### config.mk
export PLATFORM = sky130hd
export DESIGN_NAME = adder_result_streamer
export DESIGN_NICKNAME = d
export VERILOG_FILES = /design/src/rtl/adder_result_streamer.sv
export SDC_FILE = /design/constraint.sdc
export NUM_CORES = 1
export LEC_CHECK = 0
export CAP_MARGIN = 20
export CORE_MARGIN = 1
export CORE_UTILIZATION = 48
export CTS_CLUSTER_SIZE = 16
export DETAILED_ROUTE_END_ITERATION = 12
export PLACE_DENSITY = 0.86
export SLEW_MARGIN = 30
export SYNTH_ARGS = -nofsm -noshare
export SYNTH_HDL_FRONTEND = slang
export SYNTH_SLANG_ARGS = --single-unit
### constraint.sdc
create_clock -name clk -period 3.7 [get_ports clk]
set_input_delay 1.11 -clock clk [delete_from_list [all_inputs] [get_ports clk]]
set_output_delay 1.11 -clock clk [all_outputs]
set_load 0.005 [all_outputs]
### src/rtl/adder_result_streamer.sv
// Adder result reporter: captures one DUT sum plus its reference value per handshake,
// keeps saturating pass/fail counts and streams an ANSI-colourised status line
// ("ESC[<code>m" + PASS/FAIL + space + hex sum + "ESC[0m" + LF) one byte per handshake.
module adder_result_streamer #(
    parameter int unsigned WIDTH = 8,
    parameter int unsigned CNT_W = 16
) (
    input  logic             clk,
    input  logic             rst,
    input  logic             in_valid,
    output logic             in_ready,
    input  logic [WIDTH:0]   in_sum,
    input  logic [WIDTH:0]   in_expected,
    input  logic             in_colour_en,
    output logic             out_valid,
    input  logic             out_ready,
    output logic [7:0]       out_data,
    output logic [CNT_W-1:0] pass_count,
    output logic [CNT_W-1:0] fail_count
);

    // Number of hex digits needed for the sum including carry-out.
    localparam int unsigned NDig = (WIDTH + 4) / 4;
    localparam int unsigned IdxW = 8;

    localparam logic [IdxW-1:0] LastFixed = IdxW'(4);
    localparam logic [IdxW-1:0] LastDigit = IdxW'(NDig - 1);

    localparam logic [2:0] ST_IDLE   = 3'd0;
    localparam logic [2:0] ST_OPEN   = 3'd1;
    localparam logic [2:0] ST_TAG    = 3'd2;
    localparam logic [2:0] ST_DIGITS = 3'd3;
    localparam logic [2:0] ST_CLOSE  = 3'd4;

    logic [2:0]       state_q, state_d;
    logic [IdxW-1:0]  idx_q, idx_d;
    logic [WIDTH:0]   sum_q, sum_d;
    logic             match_q, match_d;
    logic             colour_en_q, colour_en_d;
    logic [CNT_W-1:0] pass_q, pass_d;
    logic [CNT_W-1:0] fail_q, fail_d;

    logic [IdxW-1:0]  last_idx;
    logic [2:0]       next_seg;
    logic             fire;

    logic [7:0]           code_hi, code_lo;
    logic [4*NDig-1:0]    sum_pad;
    logic [4*NDig-1:0]    sum_shift;
    logic [IdxW-1:0]      digit_sel;
    logic [3:0]           nib;
    logic [7:0]           hex_char;

    assign in_ready   = (state_q == ST_IDLE);
    assign out_valid  = (state_q != ST_IDLE);
    assign fire       = out_valid && out_ready;
    assign pass_count = pass_q;
    assign fail_count = fail_q;

    // Length of the current segment and the segment that follows it.
    always_comb begin
        last_idx = LastFixed;
        next_seg = ST_IDLE;
        case (state_q)
            ST_OPEN:   next_seg = ST_TAG;
            ST_TAG:    next_seg = ST_DIGITS;
            ST_DIGITS: begin
                last_idx = LastDigit;
                next_seg = ST_CLOSE;
            end
            ST_CLOSE:  next_seg = ST_IDLE;
            default:   next_seg = ST_IDLE;
        endcase
    end

    // Next-state: capture in IDLE, otherwise step through the byte sequence on handshakes.
    always_comb begin
        state_d     = state_q;
        idx_d       = idx_q;
        sum_d       = sum_q;
        match_d     = match_q;
        colour_en_d = colour_en_q;
        pass_d      = pass_q;
        fail_d      = fail_q;
        if (state_q == ST_IDLE) begin
            if (in_valid) begin
                sum_d       = in_sum;
                match_d     = (in_sum == in_expected);
                colour_en_d = in_colour_en;
                state_d     = ST_OPEN;
                idx_d       = '0;
                if (in_sum == in_expected) begin
                    if (pass_q != '1) pass_d = pass_q + CNT_W'(1);
                end else begin
                    if (fail_q != '1) fail_d = fail_q + CNT_W'(1);
                end
            end
        end else if (fire) begin
            if (idx_q == last_idx) begin
                idx_d   = '0;
                state_d = next_seg;
            end else begin
                idx_d = idx_q + IdxW'(1);
            end
        end
    end

    // State registers; reset aborts any record in flight.
    always_ff @(posedge clk or posedge rst) begin
        if (rst) begin
            state_q     <= ST_IDLE;
            idx_q       <= '0;
            sum_q       <= '0;
            match_q     <= 1'b0;
            colour_en_q <= 1'b0;
            pass_q      <= '0;
            fail_q      <= '0;
        end else begin
            state_q     <= state_d;
            idx_q       <= idx_d;
            sum_q       <= sum_d;
            match_q     <= match_d;
            colour_en_q <= colour_en_d;
            pass_q      <= pass_d;
            fail_q      <= fail_d;
        end
    end

    // Colour code digits: white when colouring is off, yellow for carry-out passes.
    always_comb begin
        code_hi = 8'h33;
        code_lo = 8'h37;
        if (!colour_en_q) begin
            code_hi = 8'h33;
            code_lo = 8'h37;
        end else if (match_q && sum_q[WIDTH]) begin
            code_hi = 8'h33;
            code_lo = 8'h33;
        end else if (match_q) begin
            code_hi = 8'h39;
            code_lo = 8'h34;
        end else begin
            code_hi = 8'h33;
            code_lo = 8'h31;
        end
    end

    // Current hex digit, most significant nibble first, zero-padded.
    always_comb begin
        sum_pad            = '0;
        sum_pad[WIDTH:0]   = sum_q;
        digit_sel          = LastDigit - idx_q;
        sum_shift          = sum_pad >> {digit_sel, 2'b00};
        nib                = sum_shift[3:0];
        hex_char           = (nib < 4'd10) ? (8'h30 + {4'h0, nib}) : (8'h37 + {4'h0, nib});
    end

    // Output byte mux; 0x00 whenever no record is streaming.
    always_comb begin
        out_data = 8'h00;
        case (state_q)
            ST_OPEN: begin
                case (idx_q)
                    IdxW'(0): out_data = 8'h1B;
                    IdxW'(1): out_data = 8'h5B;
                    IdxW'(2): out_data = code_hi;
                    IdxW'(3): out_data = code_lo;
                    default:  out_data = 8'h6D;
                endcase
            end
            ST_TAG: begin
                case (idx_q)
                    IdxW'(0): out_data = match_q ? 8'h50 : 8'h46;
                    IdxW'(1): out_data = 8'h41;
                    IdxW'(2): out_data = match_q ? 8'h53 : 8'h49;
                    IdxW'(3): out_data = match_q ? 8'h53 : 8'h4C;
                    default:  out_data = 8'h20;
                endcase
            end
            ST_DIGITS: out_data = hex_char;
            ST_CLOSE: begin
                case (idx_q)
                    IdxW'(0): out_data = 8'h1B;
                    IdxW'(1): out_data = 8'h5B;
                    IdxW'(2): out_data = 8'h30;
                    IdxW'(3): out_data = 8'h6D;
                    default:  out_data = 8'h0A;
                endcase
            end
            default: out_data = 8'h00;
        endcase
    end

endmodule

==> impl_metrics.xml, run 1 <==
<?xml version="1.0" encoding="UTF-8"?>
<metrics>
  <group name="setup_path">
    <metric name="data_arrival_time_at_the_worst_slack_endpoint" unit="ns">2.80</metric>
    <metric name="critical_path.n_buffers_inverters" unit="">2</metric>
    <metric name="setup.reg_to_reg.worst_slack" unit="ns">1.22</metric>
    <metric name="worst_path_largest_cell_delay" unit="ns">0.56</metric>
    <metric name="timing.critical_path.cells" unit="">or4_4 -&gt; a2111oi_4 -&gt; o211ai_1 -&gt; buf_4 -&gt; nor3_2 -&gt; a211o_1 -&gt; clkdlybuf4s50_1</metric>
    <metric name="endpoint_of_the_worst_register_to_register_path" unit="">fail_count[1]</metric>
    <metric name="worstRegToRegCells" unit="">5</metric>
    <metric name="regToRegStartpoint" unit="">fail_count[4]</metric>
    <metric name="crit_required" unit="ns">2.59</metric>
    <metric name="cp-start-kind" unit="">register</metric>
    <metric name="crit_path_end_kind" unit="">output pin</metric>
    <metric name="worst-setup-path-type" unit="">reg2out</metric>
    <metric name="timing.critical_path.slowest_stage_cell" unit="">sky130_fd_sc_hd__or4_4</metric>
    <metric name="crit_family" unit="">simple AND/OR/NAND/NOR gates</metric>
    <metric name="critical_path_maximum_fanout" unit="">4</metric>
  </group>
  <group name="sta">
    <metric name="slew_headroom" unit="">0.565</metric>
    <metric name="finalSetupViolCount" unit="">5</metric>
    <metric name="final_period_minus_worst_setup_slack" unit="ns">3.91</metric>
    <metric name="hold_viol" unit="">0</metric>
    <metric name="max_freq" unit="MHz">256</metric>
    <metric name="worst-slew-pin-transition" unit="ns">0.647</metric>
    <metric name="timing_max_transition_violations_final" unit="">0</metric>
    <metric name="period_share" unit="">1.06</metric>
    <metric name="skew" unit="ns">0.00748</metric>
    <metric name="fin_ws" unit="ns">-0.211</metric>
    <metric name="rsz0062_at_grt" unit="">yes</metric>
  </group>
  <group name="die">
    <metric name="design.core.area" unit="sq mm">0.00694</metric>
    <metric name="initial_core_util" unit="">0.507</metric>
    <metric name="placementRows" unit="">30</metric>
    <metric name="die-height" unit="microns">87.6</metric>
    <metric name="design.die.area" unit="sq mm">0.00768</metric>
    <metric name="ios" unit="">65</metric>
    <metric name="chipWidth" unit="microns">87.6</metric>
  </group>
  <group name="yosys">
    <metric name="synth-seq-cells" unit="">54</metric>
    <metric name="synth.net_count" unit="">442</metric>
    <metric name="synthesis.area" unit="sq mm">0.00352</metric>
    <metric name="postSynthCellCount" unit="">412</metric>
    <metric name="sequential_to_total_area_share_from_yosys_stat" unit="">0.384</metric>
    <metric name="postSynthAreaPerCell" unit="sq um">8.54</metric>
    <metric name="synth-edff-count" unit="">0</metric>
    <metric name="synth_ff_type" unit="">sky130_fd_sc_hd__dfrtp_1</metric>
    <metric name="synth-async-reset-ratio" unit="">1.00</metric>
    <metric name="ys_warn_count" unit="">0</metric>
    <metric name="synthDistinctLibCells" unit="">55</metric>
  </group>
  <group name="routing">
    <metric name="drt_drc" unit="">0</metric>
    <metric name="route.final.wire_length" unit="microns">9300</metric>
    <metric name="via_per_instance_ratio" unit="">5.68</metric>
    <metric name="detailedRoute.firstPassIterationCount" unit="">4</metric>
    <metric name="final_antenna_violating_net_count" unit="">0</metric>
    <metric name="via_count" unit="">3345</metric>
    <metric name="route.detailed.wl_per_inst" unit="microns">15.8</metric>
    <metric name="drtIter0Drc" unit="">171</metric>
  </group>
  <group name="layout">
    <metric name="multiInputGateArea" unit="sq mm">0.00210</metric>
    <metric name="layoutNonFillerInstCount" unit="">589</metric>
    <metric name="syn_to_final_growth" unit="%">29.7</metric>
    <metric name="num-fill-cells" unit="">572</metric>
    <metric name="num_antenna_cells" unit="">0</metric>
    <metric name="final-seq-area" unit="sq mm">0.00135</metric>
    <metric name="layout-drive-gt1-share" unit="">0.144</metric>
    <metric name="layout.core_utilization" unit="">0.657</metric>
    <metric name="num-nets-final" unit="">522</metric>
    <metric name="design_area_final" unit="sq mm">0.00456</metric>
  </group>
  <group name="min_path">
    <metric name="hold_end" unit="">fail_count[7]</metric>
    <metric name="holdPathStages" unit="">1</metric>
    <metric name="hold_start" unit="">fail_count[7]</metric>
    <metric name="hold_path.class" unit="">reg2reg</metric>
  </group>
  <group name="pwr">
    <metric name="leakage" unit="nW">1.96</metric>
    <metric name="total_power" unit="mW">1.59</metric>
    <metric name="ir_worst_vdd" unit="mV">0.224</metric>
    <metric name="power.density_cell_area" unit="mW/mm^2">349</metric>
  </group>
  <group name="outcome">
    <metric name="run_status" unit="">finished with violations</metric>
    <metric name="failed_checks" unit="">setup timing</metric>
  </group>
  <group name="global_route">
    <metric name="first_global_vias" unit="">3313</metric>
    <metric name="grt_antenna_before_repair" unit="">0</metric>
    <metric name="global_route_wire_length_before_repair" unit="microns">15400</metric>
    <metric name="gr-usage-all-layers" unit="">0.257</metric>
    <metric name="grt_overflow" unit="">0</metric>
    <metric name="grt_max_degree" unit="">21</metric>
  </group>
  <group name="clocking">
    <metric name="clk-insertion-delay-late" unit="ns">0.31</metric>
    <metric name="htree_num_levels" unit="">2</metric>
    <metric name="cts.sinks" unit="">54</metric>
    <metric name="clkTransAtPathRegs" unit="ns">0.09</metric>
    <metric name="clk_path_buf_depth" unit="">2</metric>
    <metric name="tritoncts" unit="">built</metric>
    <metric name="clock-root-buffer" unit="">sky130_fd_sc_hd__clkbuf_8</metric>
    <metric name="cts-buffers-inserted" unit="">5</metric>
  </group>
  <group name="placed_design">
    <metric name="port_buffers" unit="">63</metric>
    <metric name="dp_hpwl" unit="microns">6920</metric>
    <metric name="place_congestion" unit="">0.921</metric>
    <metric name="placed_area" unit="sq mm">0.00440</metric>
    <metric name="dp.cells" unit="">578</metric>
  </group>
  <group name="run">
    <metric name="maxCapViolations" unit="">0</metric>
  </group>
</metrics>
[layout by cell type, fill, tap and decap left out, drive strengths merged, types with 3 or more instances in the layout]
cell type | synthesis | routed
or4 | 4 | 4
o211ai | 4 | 4
a21oi | 22 | 22
mux2i | 8 | 8
o21ai | 13 | 13
clkdlybuf4s50 | 0 | 57
xnor2 | 24 | 24
or2 | 4 | 4
nor4 | 9 | 9
xor2 | 16 | 16
ha | 7 | 7
or3 | 6 | 6
and4 | 4 | 4
buf | 6 | 37
nand2 | 66 | 66
clkbuf | 17 | 9
nor3 | 16 | 16
a211o | 4 | 4
o22ai | 5 | 5
nand2b | 10 | 10
nor2 | 22 | 22
nand4 | 10 | 10
mux2 | 3 | 3
nand3 | 27 | 27
and3 | 6 | 6
dfrtp | 54 | 54
nand3b | 5 | 5
inv | 9 | 9
nor2b | 6 | 6
[worst max path at each step]
| stage | startpoint | end | slack, ns | cells past startpoint |
|---|---|---|---|---|
| floorplan | idx_q[3] | out_data[2] | 0.06 | 9 |
| global placement | idx_q[3] | out_data[6] | -0.41 | 9 |
| detailed placement | idx_q[3] | out_data[6] | -0.52 | 9 |
| CTS | idx_q[5] | out_data[4] | -0.21 | 9 |
| global route | idx_q[5] | out_data[4] | -0.35 | 9 |
| finish | idx_q[5] | out_data[3] | -0.21 | 7 |
[state kept, by name, indices dropped and copies added (netlist names)]
signal	cells
fail_count	16
pass_count	16
sum_q	9
idx_q	8
state_q	3
colour_en_q	1
match_q	1
[power by group]
group	switching, mW	internal, mW
Clock	0.188	0.203
Combinational	0.300	0.245
Sequential	0.0302	0.628
[routing by layer]
layer	global-route usage	share of wire	vias up	routed length, microns
li1	-	-	1613	-
met1	0.320	0.43	1625	4000
met2	0.450	0.51	91	4760
met3	0.0452	0.041	16	381
met4	0.0924	0.016	0	149
met5	0	0	-	0
[Yosys cell counts (all sizes together), types with 7 or more instances]
master / count / area, sq um
a21oi: 22 / 114
clkbuf: 17 / 63.8
dfrtp: 54 / 1350
ha: 7 / 87.6
inv: 9 / 33.8
mux2i: 8 / 80.1
nand2: 66 / 248
nand2b: 10 / 62.6
nand3: 27 / 135
nand4: 10 / 62.6
nor2: 22 / 82.6
nor3: 16 / 90.1
nor4: 9 / 56.3
o21ai: 13 / 65.1
xnor2: 24 / 210
xor2: 16 / 140
[stage by stage]
stage | setup TNS [ns] | setup WS, ns | hold slack (ns)
final | -0.924 | -0.211 | 0.501
after global routing | -1.66 | -0.352 | 0.512
after CTS | -0.998 | -0.209 | 0.502
after detailed placement | -1.90 | -0.516 | 0.485
after global placement | -1.46 | -0.411 | 0.480
after floorplan | 0 | 0.0581 | 0.462
[logic make-up after synthesis]
group / synth area share
buffers and inverters: 0.0384
AND/OR/NAND/NOR: 0.301
other: 0.00107
multiplexers: 0.0324
XOR/XNOR: 0.0996
flip-flops: 0.384
adder cells (fa/ha/maj): 0.0249
AO/OA/AOI/OAI: 0.118
[area by class of cell]
class / instances / share of cell area
clock inverters: 1 / 0.00658
well taps: 96 / 0.0263
clock buffers: 7 / 0.0167
repair buffers: 96 / 0.186
multi-input cells: 326 / 0.461
inverters: 9 / 0.00741
flip-flops and latches: 54 / 0.296
[timing repair]
action                     4_1_cts  5_1_grt
buffers inserted                 3        0
resized for setup               32        3
cloned                           0        0
hold buffers                     0        0
setup endpoints to repair        7        7
pin swaps                       10        3
No activity file was read; power rests on OpenSTA's default activity.
==> inputs of run 2 (changes only) <==
CTS_CLUSTER_SIZE = unset   (was 16)
==> results of run 2 <==
Final layout, timing and power as in run 1 (identical DEF).
==> inputs of run 3 (changes only) <==
CORE_UTILIZATION = 49   (was 48)
CTS_BUF_LIST = sky130_fd_sc_hd__clkbuf_8   (was unset)
PLACE_DENSITY = 0.88   (was 0.86)
==> run 3 against run 2 <==
  * Utilization increased by 2.0 points
  * Setup slack improved by 0.074 ns
  * Clock skew about the same
  * Count of clock-buffer cells in the layout decreased by 2
  * Worst hold slack improved by 0.0081 ns
  * The run still ends with setup timing left
  * Sequential share of layout area decreased by 0.55 points
  * Critical endpoint is now out_data[1]
  * First-iteration DRC count increased by 31%
==> impl_metrics.xml, run 3 (synthesis results as in run 1) <==
<?xml version="1.0" encoding="UTF-8"?>
<metrics>
  <group name="die">
    <metric name="placementRows" unit="">30</metric>
    <metric name="die-height" unit="microns">86.7</metric>
    <metric name="design.die.area" unit="sq mm">0.00752</metric>
    <metric name="chipWidth" unit="microns">86.7</metric>
    <metric name="ios" unit="">65</metric>
    <metric name="design.core.area" unit="sq mm">0.00687</metric>
    <metric name="initial_core_util" unit="">0.512</metric>
  </group>
  <group name="sta">
    <metric name="rsz0062_at_grt" unit="">yes</metric>
    <metric name="timing_max_transition_violations_final" unit="">0</metric>
    <metric name="worst-slew-pin-transition" unit="ns">0.872</metric>
    <metric name="period_share" unit="">1.04</metric>
    <metric name="slew_headroom" unit="">0.419</metric>
    <metric name="max_freq" unit="MHz">261</metric>
    <metric name="skew" unit="ns">0.00756</metric>
    <metric name="finalSetupViolCount" unit="">7</metric>
    <metric name="final_period_minus_worst_setup_slack" unit="ns">3.84</metric>
    <metric name="fin_ws" unit="ns">-0.137</metric>
    <metric name="hold_viol" unit="">0</metric>
  </group>
  <group name="layout">
    <metric name="layout-drive-gt1-share" unit="">0.163</metric>
    <metric name="num-nets-final" unit="">527</metric>
    <metric name="syn_to_final_growth" unit="%">32.1</metric>
    <metric name="num_antenna_cells" unit="">0</metric>
    <metric name="most-common-layout-cells" unit="">65 x sky130_fd_sc_hd__nand2_1, 56 x sky130_fd_sc_hd__clkdlybuf4s50_1, 54 x sky130_fd_sc_hd__dfrtp_1</metric>
    <metric name="layoutNonFillerInstCount" unit="">594</metric>
    <metric name="design_area_final" unit="sq mm">0.00465</metric>
    <metric name="most_frequent_standard_cell_in_the_layout_excluding_fill_and_tap_cells" unit="">sky130_fd_sc_hd__nand2_1</metric>
  </group>
  <group name="routing">
    <metric name="via_count" unit="">3450</metric>
    <metric name="via_per_instance_ratio" unit="">5.81</metric>
    <metric name="route.detailed.wl_per_inst" unit="microns">15.7</metric>
    <metric name="detailedRoute.firstPassIterationCount" unit="">5</metric>
    <metric name="drtIter0Drc" unit="">224</metric>
    <metric name="route.final.wire_length" unit="microns">9340</metric>
    <metric name="drt_drc" unit="">0</metric>
    <metric name="final_antenna_violating_net_count" unit="">0</metric>
  </group>
  <group name="clocking">
    <metric name="htree_num_levels" unit="">2</metric>
    <metric name="clk-insertion-delay-late" unit="ns">0.31</metric>
    <metric name="clk_path_buf_depth" unit="">2</metric>
    <metric name="cts.sinks" unit="">54</metric>
    <metric name="clkTransAtPathRegs" unit="ns">0.09</metric>
    <metric name="tritoncts" unit="">built</metric>
    <metric name="clock-root-buffer" unit="">sky130_fd_sc_hd__clkbuf_8</metric>
    <metric name="cts-buffers-inserted" unit="">5</metric>
  </group>
  <group name="min_path">
    <metric name="hold_start" unit="">pass_count[12]</metric>
    <metric name="hold_path.class" unit="">reg2reg</metric>
    <metric name="hold_end" unit="">pass_count[12]</metric>
    <metric name="holdPathStages" unit="">1</metric>
  </group>
  <group name="run">
    <metric name="maxCapViolations" unit="">0</metric>
  </group>
  <group name="global_route">
    <metric name="global_route_wire_length_before_repair" unit="microns">15100</metric>
    <metric name="grt_antenna_before_repair" unit="">0</metric>
    <metric name="grt_max_degree" unit="">21</metric>
    <metric name="gr-usage-all-layers" unit="">0.254</metric>
    <metric name="first_global_vias" unit="">3289</metric>
    <metric name="grt_overflow" unit="">0</metric>
  </group>
  <group name="setup_path">
    <metric name="worst-setup-path-type" unit="">reg2out</metric>
    <metric name="endpoint_of_the_worst_register_to_register_path" unit="">fail_count[1]</metric>
    <metric name="setup.reg_to_reg.worst_slack" unit="ns">1.14</metric>
    <metric name="crit_path_end_kind" unit="">output pin</metric>
    <metric name="cp-start-kind" unit="">register</metric>
    <metric name="regToRegStartpoint" unit="">fail_count[4]</metric>
    <metric name="worstRegToRegCells" unit="">5</metric>
    <metric name="crit_required" unit="ns">2.59</metric>
    <metric name="critical_path_maximum_fanout" unit="">5</metric>
    <metric name="data_arrival_time_at_the_worst_slack_endpoint" unit="ns">2.73</metric>
  </group>
  <group name="pwr">
    <metric name="power.switching_fraction" unit="">0.317</metric>
    <metric name="cell_internal_pwr" unit="mW">1.16</metric>
    <metric name="ir_worst_vdd" unit="mV">0.295</metric>
    <metric name="net-switching-power" unit="mW">0.538</metric>
    <metric name="leakage" unit="nW">2.02</metric>
    <metric name="total_power" unit="mW">1.70</metric>
    <metric name="power.density_cell_area" unit="mW/mm^2">366</metric>
    <metric name="power.clock.fraction" unit="">0.274</metric>
    <metric name="comb_power_share" unit="">0.337</metric>
    <metric name="seq_power_share" unit="">0.389</metric>
  </group>
  <group name="placed_design">
    <metric name="placed_area" unit="sq mm">0.00440</metric>
    <metric name="dp.cells" unit="">578</metric>
    <metric name="dp_hpwl" unit="microns">6730</metric>
    <metric name="place_congestion" unit="">0.900</metric>
    <metric name="port_buffers" unit="">63</metric>
  </group>
  <group name="outcome">
    <metric name="run_status" unit="">finished with violations</metric>
    <metric name="failed_checks" unit="">setup timing</metric>
  </group>
</metrics>
==> run 3: cell types whose count changed in the layout (fill, tap and decap cells not counted), moves of 2 or more <==
| cell | delta |
|---|---|
| sky130_fd_sc_hd__buf_4 | +3 |
| sky130_fd_sc_hd__buf_2 | +2 |
| sky130_fd_sc_hd__buf_6 | +2 |
| sky130_fd_sc_hd__clkbuf_1 | -2 |
==> run 3: critical path, cell delays in order (launching register included) <==
cell and delay (ns):
sky130_fd_sc_hd__dfrtp_1 0.39, sky130_fd_sc_hd__or4_4 0.55, sky130_fd_sc_hd__buf_4 0.16, sky130_fd_sc_hd__buf_6 0.10
sky130_fd_sc_hd__or3_4 0.42, sky130_fd_sc_hd__nor3_4 0.20, sky130_fd_sc_hd__buf_4 0.15, sky130_fd_sc_hd__a21oi_1 0.05
sky130_fd_sc_hd__a211o_1 0.27, sky130_fd_sc_hd__buf_2 0.13
==> run 3: worst max-delay path by stage <==
| stage | endpoint | cells after the start | start |
|---|---|---|---|
| after global routing | out_data[4] | 9 | idx_q[5] |
| after detailed placement | out_data[6] | 9 | idx_q[3] |
| final | out_data[1] | 9 | idx_q[5] |
| after CTS | out_data[4] | 9 | idx_q[5] |
| after floorplan | out_data[2] | 9 | idx_q[3] |
| after global placement | out_data[6] | 9 | idx_q[3] |
==> run 3: final cells by class <==
| type | count | area [sq um] |
|---|---|---|
| clock inverters | 3 | 68.8 |
| clock buffers | 5 | 68.8 |
| flip-flops and latches | 54 | 1350 |
| inverters | 9 | 33.8 |
| well taps | 96 | 120 |
| fillers | 516 | 2220 |
| repair buffers | 101 | 888 |
| multi-input cells | 326 | 2120 |
==> run 3: routing by layer <==
| layer | track usage | vias to the layer above | wire length [microns] |
|---|---|---|---|
| met5 | 0 | - | 0 |
| met4 | 0.0939 | 0 | 217 |
| li1 | - | 1623 | - |
| met1 | 0.325 | 1679 | 3980 |
| met3 | 0.0314 | 22 | 399 |
| met2 | 0.442 | 126 | 4740 |
==> run 3: repair_timing <==
action | 4_1_cts | 5_1_grt
hold buffers | 0 | 0
setup buffers | 6 | 2
endpoints found under the setup margin | 7 | 7
hold endpoints to repair | 0 | 0
gates resized for setup | 39 | 6
pin swaps | 14 | 7
==> run 3: power groups by stage <==
stage	sequential [mW]	clock, mW	combinational, mW
6_report	0.661	0.465	0.573
5_1_grt	0.666	0.500	0.623
4_1_cts	0.659	0.473	0.539
3_5_place_dp	0.671	0	0.494
3_3_place_gp	0.667	0	0.482
2_1_floorplan	0.674	0	0.304
==> run 3: stage by stage <==
step / setup slack, ns / util / hold WS [ns] / setup TNS, ns
global placement: -0.399 / 0.640 / 0.480 / -1.43
CTS: -0.142 / 0.672 / 0.505 / -0.563
global route: -0.297 / 0.677 / 0.527 / -1.71
floorplan: 0.0581 / - / 0.462 / 0
detailed placement: -0.510 / 0.640 / 0.482 / -1.94
finish: -0.137 / 0.677 / 0.509 / -0.834
